<file path="src/rtl/ula_pkg.sv">
// Shared types for the sequential ULA: opcode map, FSM states and opcode width.
package ula_pkg;

    localparam int ULA_OP_W = 3;

    typedef enum logic [ULA_OP_W-1:0] {
        OP_ADD = 3'b000,
        OP_SUB = 3'b001,
        OP_AND = 3'b010,
        OP_OR  = 3'b011,
        OP_NOT = 3'b100,
        OP_XOR = 3'b101,
        OP_MUL = 3'b110,
        OP_ILL = 3'b111
    } ula_op_t;

    typedef enum logic [1:0] {
        IDLE = 2'b00,
        BUSY = 2'b01,
        DONE = 2'b10
    } ula_state_t;

endpackage

</file>
<file path="src/rtl/ula_mul_seq.sv">
// Shift-add unsigned multiplier, one partial product per cycle.
// Only built when ULA_MUL_EN is defined; otherwise the ULA has no multiplier.
// start_i loads the operands; done_o is high in the last iteration cycle, when
// product_o already carries the complete 2*WIDTH-bit product.
`ifdef ULA_MUL_EN
module ula_mul_seq
    import ula_pkg::*;
#(
    parameter int WIDTH = 8
) (
    input  logic                 clk,
    input  logic                 rst_n,
    input  logic                 start_i,
    input  logic [WIDTH-1:0]     a_i,
    input  logic [WIDTH-1:0]     b_i,
    output logic                 done_o,
    output logic [2*WIDTH-1:0]   product_o
);

    localparam int              CNT_W    = $clog2(WIDTH) + 1;
    localparam logic [CNT_W-1:0] CNT_LAST = CNT_W'(WIDTH - 1);

    logic                 busy_q, busy_d;
    logic [CNT_W-1:0]     cnt_q, cnt_d;
    logic [2*WIDTH-1:0]   mcand_q, mcand_d;
    logic [WIDTH-1:0]     mplier_q, mplier_d;
    logic [2*WIDTH-1:0]   acc_q, acc_d;
    logic [2*WIDTH-1:0]   acc_sum;

    // The final iteration's sum is exposed directly so the result is usable
    // in the same cycle as done_o, giving exactly WIDTH busy cycles.
    assign done_o    = busy_q && (cnt_q == CNT_LAST);
    assign product_o = acc_sum;

    // One shift-add step per cycle; start overrides with fresh operands.
    always_comb begin
        acc_sum  = acc_q + (mplier_q[0] ? mcand_q : '0);
        acc_d    = acc_sum;
        mcand_d  = mcand_q << 1;
        mplier_d = mplier_q >> 1;
        cnt_d    = cnt_q;
        busy_d   = busy_q && !done_o;
        if (busy_q) begin
            cnt_d = cnt_q + CNT_W'(1);
        end
        if (start_i) begin
            busy_d   = 1'b1;
            cnt_d    = '0;
            mcand_d  = {{WIDTH{1'b0}}, a_i};
            mplier_d = b_i;
            acc_d    = '0;
        end
    end

    // Control state: reset abandons any multiply in flight.
    always_ff @(posedge clk or negedge rst_n) begin
        if (!rst_n) begin
            busy_q <= 1'b0;
            cnt_q  <= '0;
        end else begin
            busy_q <= busy_d;
            cnt_q  <= cnt_d;
        end
    end

    // Datapath registers only move while loading or iterating.
    always_ff @(posedge clk) begin
        if (start_i || busy_q) begin
            mcand_q  <= mcand_d;
            mplier_q <= mplier_d;
            acc_q    <= acc_d;
        end
    end

endmodule
`endif

</file>
<file path="src/rtl/ula_n_bits_seq.sv">
// Registered N-bit ULA with valid/ready handshakes on both sides.
// Build option ULA_MUL_EN: when defined, opcode 110 is a WIDTH-cycle shift-add
// multiply through ula_mul_seq; when undefined, 110 is treated as illegal.
module ula_n_bits_seq
    import ula_pkg::*;
#(
    parameter int WIDTH = 8
) (
    input  logic                clk,
    input  logic                rst_n,
    input  logic                in_valid,
    output logic                in_ready,
    input  logic                cin,
    input  logic [WIDTH-1:0]    a,
    input  logic [WIDTH-1:0]    b,
    input  logic [ULA_OP_W-1:0] op,
    output logic                out_valid,
    input  logic                out_ready,
    output logic [WIDTH-1:0]    s,
    output logic                cout,
    output logic                zero,
    output logic                neg,
    output logic                ovf,
    output logic                err
);

    ula_state_t        state_q, state_d;
    logic [WIDTH-1:0]  s_q, s_d;
    logic              cout_q, cout_d;
    logic              zero_q, zero_d;
    logic              neg_q, neg_d;
    logic              ovf_q, ovf_d;
    logic              err_q, err_d;

    ula_op_t           op_in;
    logic              accept;
    logic              take;
    logic              take_mul;
    logic              load;

    logic [WIDTH:0]    add_w;
    logic [WIDTH:0]    sub_w;
    logic [WIDTH-1:0]  alu_s;
    logic              alu_c, alu_v, alu_e;
    logic [WIDTH-1:0]  ld_s;
    logic              ld_c, ld_v, ld_e;

    assign op_in     = ula_op_t'(op);
    assign in_ready  = (state_q == IDLE) || ((state_q == DONE) && out_ready);
    assign accept    = in_valid && in_ready;
    assign out_valid = (state_q == DONE);

    assign s    = s_q;
    assign cout = cout_q;
    assign zero = zero_q;
    assign neg  = neg_q;
    assign ovf  = ovf_q;
    assign err  = err_q;

`ifdef ULA_MUL_EN
    logic                mul_start;
    logic                mul_done;
    logic [2*WIDTH-1:0]  mul_prod;

    assign take_mul  = (op_in == OP_MUL);
    assign mul_start = take && take_mul;

    ula_mul_seq #(
        .WIDTH(WIDTH)
    ) u_mul (
        .clk       (clk),
        .rst_n     (rst_n),
        .start_i   (mul_start),
        .a_i       (a),
        .b_i       (b),
        .done_o    (mul_done),
        .product_o (mul_prod)
    );
`else
    assign take_mul = 1'b0;
`endif

    // Single-cycle operations; anything not handled here is flagged illegal.
    // SUB borrow is the wrap bit of the (WIDTH+1)-bit difference.
    always_comb begin
        add_w = {1'b0, a} + {1'b0, b} + {{WIDTH{1'b0}}, cin};
        sub_w = {1'b0, a} - {1'b0, b} - {{WIDTH{1'b0}}, cin};
        alu_s = '0;
        alu_c = 1'b0;
        alu_v = 1'b0;
        alu_e = 1'b0;
        case (op_in)
            OP_ADD: begin
                alu_s = add_w[WIDTH-1:0];
                alu_c = add_w[WIDTH];
                alu_v = (a[WIDTH-1] == b[WIDTH-1]) && (add_w[WIDTH-1] != a[WIDTH-1]);
            end
            OP_SUB: begin
                alu_s = sub_w[WIDTH-1:0];
                alu_c = sub_w[WIDTH];
                alu_v = (a[WIDTH-1] != b[WIDTH-1]) && (sub_w[WIDTH-1] != a[WIDTH-1]);
            end
            OP_AND: alu_s = a & b;
            OP_OR:  alu_s = a | b;
            OP_NOT: alu_s = ~a;
            OP_XOR: alu_s = a ^ b;
            default: alu_e = 1'b1;
        endcase
    end

    // FSM next state: decides when a new op is taken and when results load.
    always_comb begin
        state_d = state_q;
        take    = 1'b0;
        load    = 1'b0;
        ld_s    = alu_s;
        ld_c    = alu_c;
        ld_v    = alu_v;
        ld_e    = alu_e;
        case (state_q)
            IDLE: begin
                take = accept;
            end
`ifdef ULA_MUL_EN
            BUSY: begin
                if (mul_done) begin
                    state_d = DONE;
                    load    = 1'b1;
                    ld_s    = mul_prod[WIDTH-1:0];
                    ld_c    = |mul_prod[2*WIDTH-1:WIDTH];
                    ld_v    = 1'b0;
                    ld_e    = 1'b0;
                end
            end
`endif
            DONE: begin
                if (out_ready) begin
                    take = accept;
                    if (!accept) begin
                        state_d = IDLE;
                    end
                end
            end
            default: begin
                state_d = IDLE;
            end
        endcase
        if (take) begin
            if (take_mul) begin
                state_d = BUSY;
            end else begin
                state_d = DONE;
                load    = 1'b1;
            end
        end
    end

    // Result registers hold until a new result loads; flags follow final s.
    always_comb begin
        s_d    = s_q;
        cout_d = cout_q;
        zero_d = zero_q;
        neg_d  = neg_q;
        ovf_d  = ovf_q;
        err_d  = err_q;
        if (load) begin
            s_d    = ld_s;
            cout_d = ld_c;
            zero_d = (ld_s == '0);
            neg_d  = ld_s[WIDTH-1];
            ovf_d  = ld_v;
            err_d  = ld_e;
        end
    end

    // State and result registers, all cleared by reset.
    always_ff @(posedge clk or negedge rst_n) begin
        if (!rst_n) begin
            state_q <= IDLE;
            s_q     <= '0;
            cout_q  <= 1'b0;
            zero_q  <= 1'b0;
            neg_q   <= 1'b0;
            ovf_q   <= 1'b0;
            err_q   <= 1'b0;
        end else begin
            state_q <= state_d;
            s_q     <= s_d;
            cout_q  <= cout_d;
            zero_q  <= zero_d;
            neg_q   <= neg_d;
            ovf_q   <= ovf_d;
            err_q   <= err_d;
        end
    end

endmodule

</file>
<file path="config.mk">
export PLATFORM = sky130hd
export DESIGN_NAME = ula_n_bits_seq
export DESIGN_NICKNAME = d
export VERILOG_FILES = /design/src/rtl/ula_pkg.sv /design/src/rtl/ula_mul_seq.sv /design/src/rtl/ula_n_bits_seq.sv
export SDC_FILE = /design/constraint.sdc
export NUM_CORES = 1
export LEC_CHECK = 0
export BUFFER_PORTS_ARGS = -buffer_cell sky130_fd_sc_hd__buf_4
export CAP_MARGIN = 10
export CORE_MARGIN = 2
export CORE_UTILIZATION = 30
export CTS_BUF_LIST = sky130_fd_sc_hd__clkbuf_2 sky130_fd_sc_hd__clkbuf_4 sky130_fd_sc_hd__clkbuf_8
export DETAILED_ROUTE_END_ITERATION = 12
export GPL_TIMING_DRIVEN = 0
export MAX_ROUTING_LAYER = met4
export PLACE_DENSITY_LB_ADDON = 0.25
export SLEW_MARGIN = 30
export SYNTH_ARGS = -nofsm -noshare
export SYNTH_HDL_FRONTEND = slang
export SYNTH_SLANG_ARGS = --single-unit
</file>
<file path="constraint.sdc">
create_clock -name clk -period 3.4 [get_ports clk]
set_clock_uncertainty 0.1 [all_clocks]
set_input_delay 1.02 -clock clk [delete_from_list [all_inputs] [get_ports clk]]
set_output_delay 1.02 -clock clk [all_outputs]
set_load 0.01 [all_outputs]
</file>
* Word level (Yosys, flattened, before mapping) *
Cells that the tools add are included.

operators by class
  $add $sub $neg = 4
  equal/unequal tests = 13
  mux-type cells = 11
  bitwise gates (word level) = 4
  reduce and logical (&&, ||, !) cells = 10

operators by type and width
  operator                                                                  number
  8-bit case mux with 6 select lines                                        1
  8-bit by 8-bit adder with 9-bit output                                    1
  9-bit by 1-bit adder with 9-bit output                                    1
  8-bit by 8-bit subtractor with 9-bit output                               1
  9-bit by 1-bit subtractor with 9-bit output                               1
  8-bit bitwise AND                                                         1
  8-bit logical NOT                                                         1
  8-bit NOT                                                                 1
  8-bit OR                                                                  1
  8-bit bitwise XOR                                                         1
  3-bit by 2-bit equality test with 1-bit output (second input constant)    2
  3-bit equality test (second input constant)                               2
  2-bit 2-to-1 mux                                                          3
  1-bit case mux with 2 select lines                                        3
  6-bit OR reduction                                                        1
  1-bit logical AND                                                         4
  2-bit case mux with 2 select lines                                        1
  3-bit by 1-bit equality test with 1-bit output (second input constant)    1
  3-bit logical NOT                                                         1
  1-bit 2-to-1 mux                                                          3
  1-bit inequality test                                                     3
  3-bit by 1-bit inequality test with 1-bit output (second input constant)  1
  3-bit by 2-bit inequality test with 1-bit output (second input constant)  1
  3-bit AND reduction                                                       1
  5 further kinds                                                           5

word-level totals
  register bits after elaboration = 15
  bits of input ports = 24
  output and inout port bits = 15

* Depth between registers and ports, before layout *
Gate-level depths: netlist (run 1).

  depth after elaboration = 8
  gate-level depth with buffers = 10
  mapped depth without buffers = 10

* Worst setup path after synthesis (run 1) *
OpenSTA, ideal clock, no wires.

  path type = input to register
  start point = input b[0]
  end point = register zero_q (netlist: zero)
  setup time = 0.104 ns
  arrival time = 3.086 ns
  data required time = 3.196 ns
  setup slack = 0.110 ns
  stages on the path = 9
  path through = inv_1 > fa_1 > ha_1 > a211oi_2 > xnor2_1 > a221oi_1 > o21ai_1 > a2111o_1 > o41ai_2

on the way
  word-level cells in the longest chain between the ends = 4
  elaborated cells between the ends (all ways) = 9

ends and longest elaborated chain
  what                                                                                                   RTL line                                    text
  start, declared                                                                                        ula_n_bits_seq.sv:15                        input logic [WIDTH-1:0] b,
  8-bit by 8-bit subtractor with 9-bit output or 8-bit by 8-bit adder with 9-bit output (tied branches)  ula_n_bits_seq.sv:87, ula_n_bits_seq.sv:86
  9-bit by 1-bit subtractor with 9-bit output or 9-bit by 1-bit adder with 9-bit output (tied branches)  ula_n_bits_seq.sv:87, ula_n_bits_seq.sv:86
  8-bit case mux with 6 select lines (*)                                                                 ula_n_bits_seq.sv:92                        case (op_in)
  8-bit logical NOT (*)                                                                                  ula_n_bits_seq.sv:169                       zero_d = (ld_s == '0);
  end signal, assigned                                                                                   ula_n_bits_seq.sv:190                       zero_q <= zero_d;
  end, declared                                                                                          ula_n_bits_seq.sv:30                        logic zero_q, zero_d;

Every way passes the cells marked *; elsewhere a longest branch is shown, timed or not.
A chain may end at the register's enable or synchronous reset.

* Worst setup path after layout (run 1) *
  start point = input b[0]
  end point = register ovf_q (netlist: ovf)

on the way
  word-level cells in the longest chain between the ends = 5
  elaborated cells between the ends (all ways) = 9

ends and longest elaborated chain
  what                                                                                                   RTL line                                     text
  8-bit by 8-bit subtractor with 9-bit output or 8-bit by 8-bit adder with 9-bit output (tied branches)  ula_n_bits_seq.sv:87, ula_n_bits_seq.sv:86
  9-bit by 1-bit subtractor with 9-bit output or 9-bit by 1-bit adder with 9-bit output (tied branches)  ula_n_bits_seq.sv:87, ula_n_bits_seq.sv:86
  1-bit inequality test, on equally long branches                                                        ula_n_bits_seq.sv:101, ula_n_bits_seq.sv:96
  1-bit logical AND, on equally long branches                                                            ula_n_bits_seq.sv:101, ula_n_bits_seq.sv:96
  1-bit case mux with 2 select lines (*)                                                                 ula_n_bits_seq.sv:92
  end signal, assigned                                                                                   ula_n_bits_seq.sv:192                        ovf_q <= ovf_d;
  end, declared                                                                                          ula_n_bits_seq.sv:32                         logic ovf_q, ovf_d;

Marks and branches as above.

==> results of run 1 <==
flip-flops by register name, summed over array words and instances, names as in the netlist:
name,count
ovf,1
state_q,1
s,8
cout,1
zero,1
err,1
per-stage QoR:
| stage | utilization [%] | hold WS (ns) | cell area, um^2 | std cells |
|---|---|---|---|---|
| floorplan | - | 0.416 | 1950 | 237 |
| global placement | 36.7 | 0.369 | 2320 | 351 |
| detailed placement | 36.7 | 0.372 | 2320 | 351 |
| CTS | 38.1 | 0.385 | 2400 | 359 |
| global route | 38.9 | 0.404 | 2450 | 359 |
| finish | 38.9 | 0.381 | 2450 | 359 |
worst max-delay path, stage by stage:
cell	delay (ns)
buf_4	0.10
inv_1	0.07
fa_2	0.39
ha_4	0.24
a211oi_4	0.28
buf_4	0.15
buf_4	0.09
buf_4	0.09
o21ai_1	0.08
a21o_1	0.23
a211oi_2	0.24
a21oi_1	0.08
o31ai_1	0.23
cells in the final DEF, fill, tap and decap left out, types with 2 or more instances in the layout:
cell type   n
and3_1      3
a22oi_1     4
nor3_1      6
o21ai_1     9
ha_1       29
nor3b_1     2
o21ai_0     9
clkbuf_8    3
buf_2       5
o31ai_1     2
xnor2_1     9
o22ai_1     2
nand2_1    17
a31oi_1     2
a21o_1      4
a311oi_1    2
xor2_1      4
or3_1       2
a221oi_2    2
nand2b_1    5
clkbuf_1    4
a2bb2oi_1   2
mux2_2      3
inv_1      30
dfrtp_1    13
a21oi_1    16
buf_4      42
nor2b_1     3
fa_2        3
nor2_1      9
o21a_1      2
a211oi_2    2
nand4_1     2
mux2i_1     2
nand3_1     3
routing by layer:
metal  part of all wire, %  GRT usage (%)  vias to the layer above
met4                   1.8           5.05                        0
met2                    46           22.4                       49
met1                    47           19.7                      826
met3                   5.2           1.28                       11
met5                     0              -                        -
li1                      -              -                      926
final timing paths:
kind	start	endpoint	slack (ns)	cells past startpoint
hold reg to reg	s[4]$_DFFE_PN0P_	s[4]$_DFFE_PN0P_	0.38	2
hold / removal	s[4]$_DFFE_PN0P_	s[4]$_DFFE_PN0P_	0.38	2
setup / recovery	b[0]	ovf$_DFFE_PN0P_	0.16	13
max in group asynchronous	rst_n	ovf$_DFFE_PN0P_	2.53	1
min in group asynchronous	rst_n	s[0]$_DFFE_PN0P_	0.51	1
setup reg to reg	state_q[1]$_DFFE_PN0P_	zero$_DFFE_PN0P_	1.69	5
what timing repair did:
item	CTS	global route
pin swaps	2	2
setup endpoints to repair	1	4
resized for setup	1	11
setup buffers	4	0
report_power, final:
| group | switching [mW] | internal [mW] | total, mW | leakage, nW |
|---|---|---|---|---|
| Clock | 0.0557 | 0.0908 | 0.146 | 0.0262 |
| Combinational | 0.216 | 0.194 | 0.410 | 0.971 |
| Sequential | 0.0128 | 0.179 | 0.191 | 0.164 |
cells by family (layout without fill, tap and decap cells):
logic type,after synthesis,count (layout),share of synthesized area [%]
AO/OA/AOI/OAI,73,73,26.3
AND/OR/NAND/NOR,57,57,15.0
buffers and inverters,41,86,8.81
adder cells (fa/ha/maj),34,34,23.4
XOR/XNOR,13,13,5.85
flip-flops,13,13,16.7
multiplexers,6,6,3.92
final cells by class:
cell class,instances,area share (%)
flip-flops and latches,13,13.3
multi-input cells,183,61.3
well taps,77,3.92
repair buffers,41,12.5
plain buffers,11,2.40
inverters,30,4.59
clock buffers,4,1.99
==> results.md, run 1 <==
- Pre-CTS setup slack: -0.318 ns
- Asr flop ratio synth: 100%
- Synth Net Count: approximately 300
- Syn. warnings: 0
- MaxCap Viol Count: 0
- Max Slew Vio Count: 0
- CTS tree: built
- Starting Density: a little under a third
- CP Max Fanout: 3
- Max clock buf depth: 2
- Core box area: about 6300 um^2
- Power Dens Cells: slightly above 300 nW/um^2
- P&R area growth vs syn: 26.2%
- Fillcell total: 674
- Initial antenna violation count: 0
- Routed WL: between 4000 and 5000 um
- Nets: 341
- Status: completed
- Leak: 1.16 nW
- Root Driver: clkbuf_8
- Top FF cell, synth: dfrtp_1
- Routed vias: ~1800
- Endpoint class of the critical path: flip-flop
- Worst-case vdd ir drop: about 240 uV
- Top post-synthesis cells by area: ha_1 (19%), dfrtp_1 (17%), inv_1 (5.8%)
- Overall power: ~750 uW
- Avg Inst Size Synth: roughly 8 um^2
- Final setup fails: 0
- First-pass GRT wire length: approximately 8300 um
- Cells after synthesis: around 240
- Fin. Hold Viols: 0
- Crit share post-route: between 90% and 100%
- Period minus WS final: roughly 3.2 ns
- Die height: about 85 um
- Mapped Area: 1950 um^2
- Layout cells sized above 1: 24.8%
- Clk sink count: 13
- Vias in the first global route: 1775
- Sequential-to-total area share from yosys stat: about 17%
- Die area: 7150 um^2
- Routed vias/inst: 5.05
- CP Class: in -> reg
- Total gr overflow: 0
- Critical path launch point type: input pin
- Row count: 29
- Slew headroom: 51.7%
- Initial DRC count: 87
- Drt wl/cell: around 14 um
- Post-route ant nets: 0
- Buffers on Ports: 37
- Hold buffers post-CTS: 0
- Pre-antenna DRT Iters: 4
- WP data required: ~3.5 ns
- Path type of the worst min-delay path: reg -> reg
- FF+latch area: about 330 um^2
- RSZ-0062 raised after global routing: no
- Post-DP HPWL: around 4000 um
- H-tree depth: 1
- Clk Latency, worst-skew pair: between 0.2 and 0.25 ns
- Post-synth top cells: ha_1 (30), inv_1 (30), nand2_1 (17)
- # diodes: 0
- Drt drc: 0
- Post-synth top area cell: ha_1
- WP data arrival: 3.29 ns
- # IOs: 39
- GRT Total Usage: 14.5%
- Die width: approximately 85 um
- Synth cell types: 53
- Number of flops mapped to enable cells by yosys: 0
- Multi-input logic area: roughly 1500 um^2
- Least-Margin Pin Slew: 0.722 ns
- Max Clock Freq: between 300 and 400 MHz
- Setup TNS Final: 0 ns
- Gpl congestion: roughly 0.94
- Final WS setup: 0.160 ns
- CTS buffer count: 3
- Largest net degree at the start of global routing: 14
- Post-synth top area share: between 15 and 20%
- Clock transition at path regs: roughly 0.05 ns
- FF+latch count, synth: 13
(Power assumes the default switching activity.)
==> inputs of run 2 (changes only) <==
clock period = 2.9 ns   (was 3.4 ns; I/O delays follow)
==> run 2 against run 1 <==
  * The flow now finishes with violations (setup timing)
  * Wire length increased by 6.0%
  * Register-to-register slack got worse by 0.60 ns
  * Sequential power increased by 18%
  * Count of clock-buffer cells in the layout unchanged
  * Sequential share of layout area decreased by 0.83 points
  * Cell area increased by 6.7%
  * Largest cell class unchanged
==> results.md, run 2 (synthesized netlist as in run 1, its figures left out) <==
- Status: complete, but fails checks (was completed)
- Failing checks: setup timing
- Placed Area: 2370 um^2 (was 2320 um^2)
- Max Clock Freq: 332 MHz
- Reg2Reg Setup Slack: 1.09 ns (was 1.69 ns)
- Worst-case vdd ir drop: 273 uV (was 241 uV)
- Routed WL: 5290 um (was 4990 um)
- Hold buffers post-CTS: 0 (unchanged)
- WP data arrival: 3.04 ns (was 3.29 ns)
- Row count: 29 (unchanged)
- CTS buffer count: 3 (unchanged)
- Die area: 7150 um^2 (unchanged)
- H-tree depth: 1 (unchanged)
- GRT Total Usage: 15.7% (was 14.5%)
- Least-Margin Pin Slew: 0.758 ns (was 0.722 ns)
- FF+latch area: 325 um^2 (unchanged)
- Die height: 84.5 um (unchanged)
- # IOs: 39 (unchanged)
- Largest net degree at the start of global routing: 14 (unchanged)
- Buffers on Ports: 37 (unchanged)
- Reg2Reg Depth: 5 (unchanged)
- Clk Latency, worst-skew pair: 0.24 ns (about the same)
- RSZ-0062 raised after global routing: yes (was no)
- Post-DP HPWL: 4220 um (was 3990 um)
- Initial antenna violation count: 0 (unchanged)
- R2r endpoint: err$_DFFE_PN0P_ (was zero$_DFFE_PN0P_)
- Final instance area: 2620 um^2 (was 2450 um^2)
- # diodes: 0 (unchanged)
- Power Dens Cells: 354 nW/um^2 (was 305 nW/um^2)
- Endpoint class of the critical path: flip-flop (unchanged)
- Max FFs per register: 8 (unchanged)
- Final WS setup: -0.113 ns (was 0.160 ns)
- Die width: 84.5 um (unchanged)
- Clock transition at path regs: 0.06 ns (was 0.05 ns)
- Slew headroom: 49.0% (was 51.7%)
- Total gr overflow: 0 (unchanged)
- Commonest cells after routing, fill and taps aside: buf_4 (43), inv_1 (26), ha_1 (23) (was buf_4 (42), inv_1 (30), ha_1 (29))
- Reg-to-reg startpoint: state_q[1]$_DFFE_PN0P_ (unchanged)
- Pre-antenna DRT Iters: 4 (unchanged)
- CP Class: in -> reg (unchanged)
- Period minus WS final: about 3 ns
- Fillcell total: 647 (was 674)
- P&R area growth vs syn: 34.6% (was 26.2%)
- Commonest non-fill, non-tap cell in the layout: buf_4 (unchanged)
- WP data required: 2.93 ns (was 3.45 ns)
- Overall power: 928 uW (was 748 uW)
- Critical path launch point type: input pin (unchanged)
- Gpl congestion: 0.944 (was 0.936)
- Clk sink count: 13 (unchanged)
- Leak: 1.20 nW (was 1.16 nW)
- Max clock buf depth: 2 (unchanged)
- Layout cells sized above 1: 32.5% (was 24.8%)
- Fin. Hold Viols: 0 (unchanged)
- Routed vias: 1829 (was 1812)
- Root Driver: clkbuf_8 (unchanged)
- MaxCap Viol Count: 0 (unchanged)
- CP Max Fanout: 4 (was 3)
- Path type of the worst min-delay path: in -> async (was reg -> reg)
- Drt wl/cell: 14.6 um (was 13.9 um)
- Crit share post-route: 104%
- CTS tree: built (unchanged)
- Core box area: 6310 um^2 (unchanged)
- Final setup fails: 2 (was 0)
- Initial DRC count: 112 (was 87)
- Multi-input logic area: 1600 um^2 (was 1510 um^2)
- First-pass GRT wire length: 8980 um (was 8340 um)
- Routed vias/inst: 5.04 (was 5.05)
- Max Slew Vio Count: 0 (unchanged)
- Drt drc: 0 (unchanged)
- Post-route ant nets: 0 (unchanged)
- Nets: 345 (was 341)
- Starting Density: 30.8% (unchanged)
- Vias in the first global route: 1841 (was 1775)
-- run 2: area by class of cell --
cell class / instances / share of cell area (%)
Buffer: 10 / 2.10
Timing Repair Buffer: 46 / 14.0
Tap cell: 77 / 3.68
Clock buffer: 4 / 1.86
Inverter: 30 / 4.87
Multi-Input combinational cell: 183 / 61.0
Sequential cell: 13 / 12.4
-- run 2: critical path, stage by stage --
cell and delay, ns:
buf_8 0.11, fa_2 0.60, inv_2 0.05, ha_4 0.14, o21a_1 0.17, nor3_2 0.23, o21ai_2 0.09, xor2_1 0.15
a211o_1 0.35, mux2_4 0.28
-- run 2: worst max path at each step --
stage	from	endpoint	slack (ns)	cells after the start
2_1_floorplan	b[0]	zero$_DFFE_PN0P_	-0.04	9
3_3_place_gp	b[0]	zero$_DFFE_PN0P_	-0.50	10
3_5_place_dp	b[0]	zero$_DFFE_PN0P_	-0.51	10
4_1_cts	cin	zero$_DFFE_PN0P_	-0.10	10
5_1_grt	cin	zero$_DFFE_PN0P_	-0.24	11
6_report	a[0]	s[5]$_DFFE_PN0P_	-0.11	10
-- run 2: where the power goes --
group | leakage, nW | internal (mW) | switching, mW
clock | 0.0262 | 0.106 | 0.0658
sequential | 0.164 | 0.209 | 0.0151
combinational | 1.01 | 0.259 | 0.272
total | 1.20 | 0.575 | 0.353
-- run 2: what timing repair did --
item | CTS | global route
gates resized for setup | 14 | 20
endpoints found under the setup margin | 4 | 7
pin swaps | 13 | 14
setup buffers | 6 | 4
-- run 2: per-layer routing --
layer	global-route usage, %	vias up	part of all wire, %
met1	21.0	852	49
li1	-	929	-
met4	3.03	0	0.68
met2	26.3	44	46
met3	0.983	4	4.0
met5	-	-	0
-- run 2: stage by stage --
stage                     setup TNS [ns]  hold WS (ns)  instances  utilization, %  setup WS [ns]
after CTS                         -0.148         0.365        361            39.9         -0.105
after floorplan                  -0.0391         0.416        237               -        -0.0391
after global routing              -0.534         0.365        363            41.5         -0.239
after global placement             -2.40         0.368        351            37.5         -0.501
after detailed placement           -2.49         0.372        351            37.5         -0.513
final                             -0.201         0.357        363            41.5         -0.113
==> inputs of run 3 (changes only) <==
CORE_UTILIZATION = 52   (was 30)
==> run 3 against run 2 <==
  * The flow still finishes with violations (setup timing)
  * Global-route usage grew 8.9 points
  * Register-to-register slack better by 0.07 ns
  * Worst hold slack got worse by 0.00060 ns
  * Non-clock buffer count is 5 lower
  * Die area is 41% lower
  * Combinational power down 3%
  * Count of clock-buffer cells in the layout is the same
  * Clock power is 3% lower
  * Maximum frequency rose by 0.93%
  * Critical path type unchanged
  * Largest cell class unchanged
==> results.md, run 3 (synthesized netlist as in run 1, its figures left out) <==
- Final setup fails: 2 (unchanged)
- Worst-path cell chain: buf_8 > fa_2 > fa_2 > a211oi_2 > o21ai_2 > a21oi_1 > nor3_2 > a2111o_1 > o41ai_2 (was buf_8 > fa_2 > inv_2 > ha_4 > o21a_1 > nor3_2 > o21ai_2 > xor2_1 > a211o_1 > mux2_4)
- Die area: 4250 um^2 (was 7150 um^2)
- NetSw: 342 uW (was 353 uW)
- Routed vias/inst: 5.70 (was 5.04)
- FF+latch area: 325 um^2 (unchanged)
- Core box area: 3630 um^2 (was 6310 um^2)
- Fin Hold WS: 0.356 ns (was 0.357 ns)
- Placed Area: 2330 um^2 (was 2370 um^2)
- Final instance area: 2510 um^2 (was 2620 um^2)
- Pre-antenna DRT Iters: 4 (unchanged)
- Layout cells sized above 1: 29.9% (was 32.5%)
- Max Clock Freq: 335 MHz (was 332 MHz)
- CTS tree: built (unchanged)
- WP data required: 2.94 ns (was 2.93 ns)
- Post-route ant nets: 0 (unchanged)
- MaxCap Viol Count: 0 (unchanged)
- Starting Density: 53.5% (was 30.8%)
- Routed WL: 4860 um (was 5290 um)
- CP Max Fanout: 5 (was 4)
- Routed vias: 1875 (was 1829)
- Critical path launch point type: input pin (unchanged)
- Clk Latency, worst-skew pair: 0.24 ns (about the same)
- GRT Total Usage: 24.5% (was 15.7%)
- P&R area growth vs syn: 29.1% (was 34.6%)
- Cell mode on critical path: fa_2
- WP data arrival: 3.02 ns (was 3.04 ns)
- # diodes: 0 (unchanged)
- Row count: 22 (was 29)
- Max clock buf depth: 2 (unchanged)
- Root Driver: clkbuf_8 (unchanged)
- Initial antenna violation count: 0 (unchanged)
- Comb power frac: 56.6% (was 57.2%)
- Drt wl/cell: 14.8 um (was 14.6 um)
- Vias in the first global route: 1774 (was 1841)
- CP top delay family: compound AO/OA/AOI/OAI gates (was adder cells)
- Reg-to-reg startpoint: state_q[1]$_DFFE_PN0P_ (unchanged)
- Final WS setup: -0.0847 ns (was -0.113 ns)
- Gpl congestion: 0.903 (was 0.944)
- R2r endpoint: zero$_DFFE_PN0P_ (was err$_DFFE_PN0P_)
- H-tree depth: 1 (unchanged)
- Reg2Reg Setup Slack: 1.16 ns (was 1.09 ns)
- Failing checks: setup timing (unchanged)
- Total gr overflow: 0 (unchanged)
- CTS buffer count: 3 (unchanged)
- Multi-input logic area: 1570 um^2 (was 1600 um^2)
- Reg2Reg Depth: 6 (was 5)
- Slowest stage delay, CP: 0.42 ns (was 0.60 ns)
- Power Dens Cells: 361 nW/um^2 (was 354 nW/um^2)
- Crit-path slowest cell: fa_2 (unchanged)
- Switching portion of total power: 37.7% (was 38.1%)
- Die height: 65.2 um (was 84.5 um)
- Internal Pwr Total: 565 uW (was 575 uW)
- Nets: 340 (was 345)
- Leak: 1.17 nW (was 1.20 nW)
- Largest net degree at the start of global routing: 14 (unchanged)
- Max FFs per register: 8 (unchanged)
- Die width: 65.2 um (was 84.5 um)
- CP bufs+invs: 1 (was 2)
- Fin. Hold Viols: 0 (unchanged)
- Clock transition at path regs: 0.05 ns (was 0.06 ns)
- Max Slew Vio Count: 0 (unchanged)
- Path type of the worst min-delay path: in -> async (unchanged)
- First-pass GRT wire length: 7950 um (was 8980 um)
- Endpoint class of the critical path: flip-flop (unchanged)
- # IOs: 39 (unchanged)
- Commonest non-fill, non-tap cell in the layout: buf_4 (unchanged)
- Worst-case vdd ir drop: 127 uV (was 273 uV)
- Buffers on Ports: 37 (unchanged)
- Initial DRC count: 122 (was 112)
- Commonest cells after routing, fill and taps aside: buf_4 (38), inv_1 (26), ha_1 (24) (was buf_4 (43), inv_1 (26), ha_1 (23))
- Fillcell total: 306 (was 647)
- CP Class: in -> reg (unchanged)
- Drt drc: 0 (unchanged)
- Status: complete, but fails checks (unchanged)
- Clk sink count: 13 (unchanged)
- Slew headroom: 54.9% (was 49.0%)
- Clk network pwr share: 18.5% (was 18.6%)
- Crit share post-route: 103% (was 104%)
- Least-Margin Pin Slew: 0.675 ns (was 0.758 ns)
- Post-DP HPWL: 3750 um (was 4220 um)
- Seq pwr share: 24.9% (was 24.2%)
- Period minus WS final: 2.98 ns (was 3.01 ns)
- RSZ-0062 raised after global routing: yes (unchanged)
==> run 3: metal layers <==
layer  vias to the layer above  global-route usage (%)  wire, um
met1                       882                    30.8      2180
li1                        925                       -         -
met4                         0                    8.59        91
met2                        57                    41.1      2350
met3                        11                    2.74       241
met5                         -                       -         0
==> run 3: cell type report <==
type | count | area share [%]
timing repair buffer | 41 | 13.0
tap | 48 | 2.39
sequential | 13 | 13.0
clock buffer | 4 | 1.94
buffer | 10 | 2.19
multi-input combinational | 183 | 62.5
inverter | 30 | 4.98
==> run 3: stage by stage <==
stage          utilization (%)  power (mW)  worst slack, ns  cells  setup TNS (ns)
5_1_grt                   69.1       0.973           -0.143    329          -0.237
4_1_cts                   68.0       0.889          -0.0625    329         -0.0817
2_1_floorplan                -       0.537          -0.0391    237         -0.0391
6_report                  69.1       0.906          -0.0847    329          -0.103
3_5_place_dp              64.2       0.690           -0.489    322           -2.04
3_3_place_gp              64.2       0.681           -0.451    322           -1.81
==> run 3: worst max-delay path by stage <==
stage | start | endpoint | slack [ns] | cells past startpoint
3_5_place_dp | b[0] | zero$_DFFE_PN0P_ | -0.49 | 10
4_1_cts | a[0] | zero$_DFFE_PN0P_ | -0.06 | 10
2_1_floorplan | b[0] | zero$_DFFE_PN0P_ | -0.04 | 9
5_1_grt | a[0] | zero$_DFFE_PN0P_ | -0.14 | 9
3_3_place_gp | b[0] | zero$_DFFE_PN0P_ | -0.45 | 10
6_report | a[0] | zero$_DFFE_PN0P_ | -0.08 | 9
==> run 3: power by group through the flow <==
stage          combinational [mW]  sequential (mW)  clock [mW]
6_report                    0.513            0.225       0.167
5_1_grt                     0.566            0.229       0.178
4_1_cts                     0.494            0.226       0.170
3_5_place_dp                0.462            0.228           0
3_3_place_gp                0.455            0.227           0
2_1_floorplan               0.296            0.240           0
==> run 3: what timing repair did <==
item                                    4_1_cts  5_1_grt
pin swaps                                     8        4
buffers inserted                              3        1
hold endpoints to repair                      0        0
endpoints found under the setup margin        3        6
gates resized for setup                      17        7
hold buffers                                  0        0
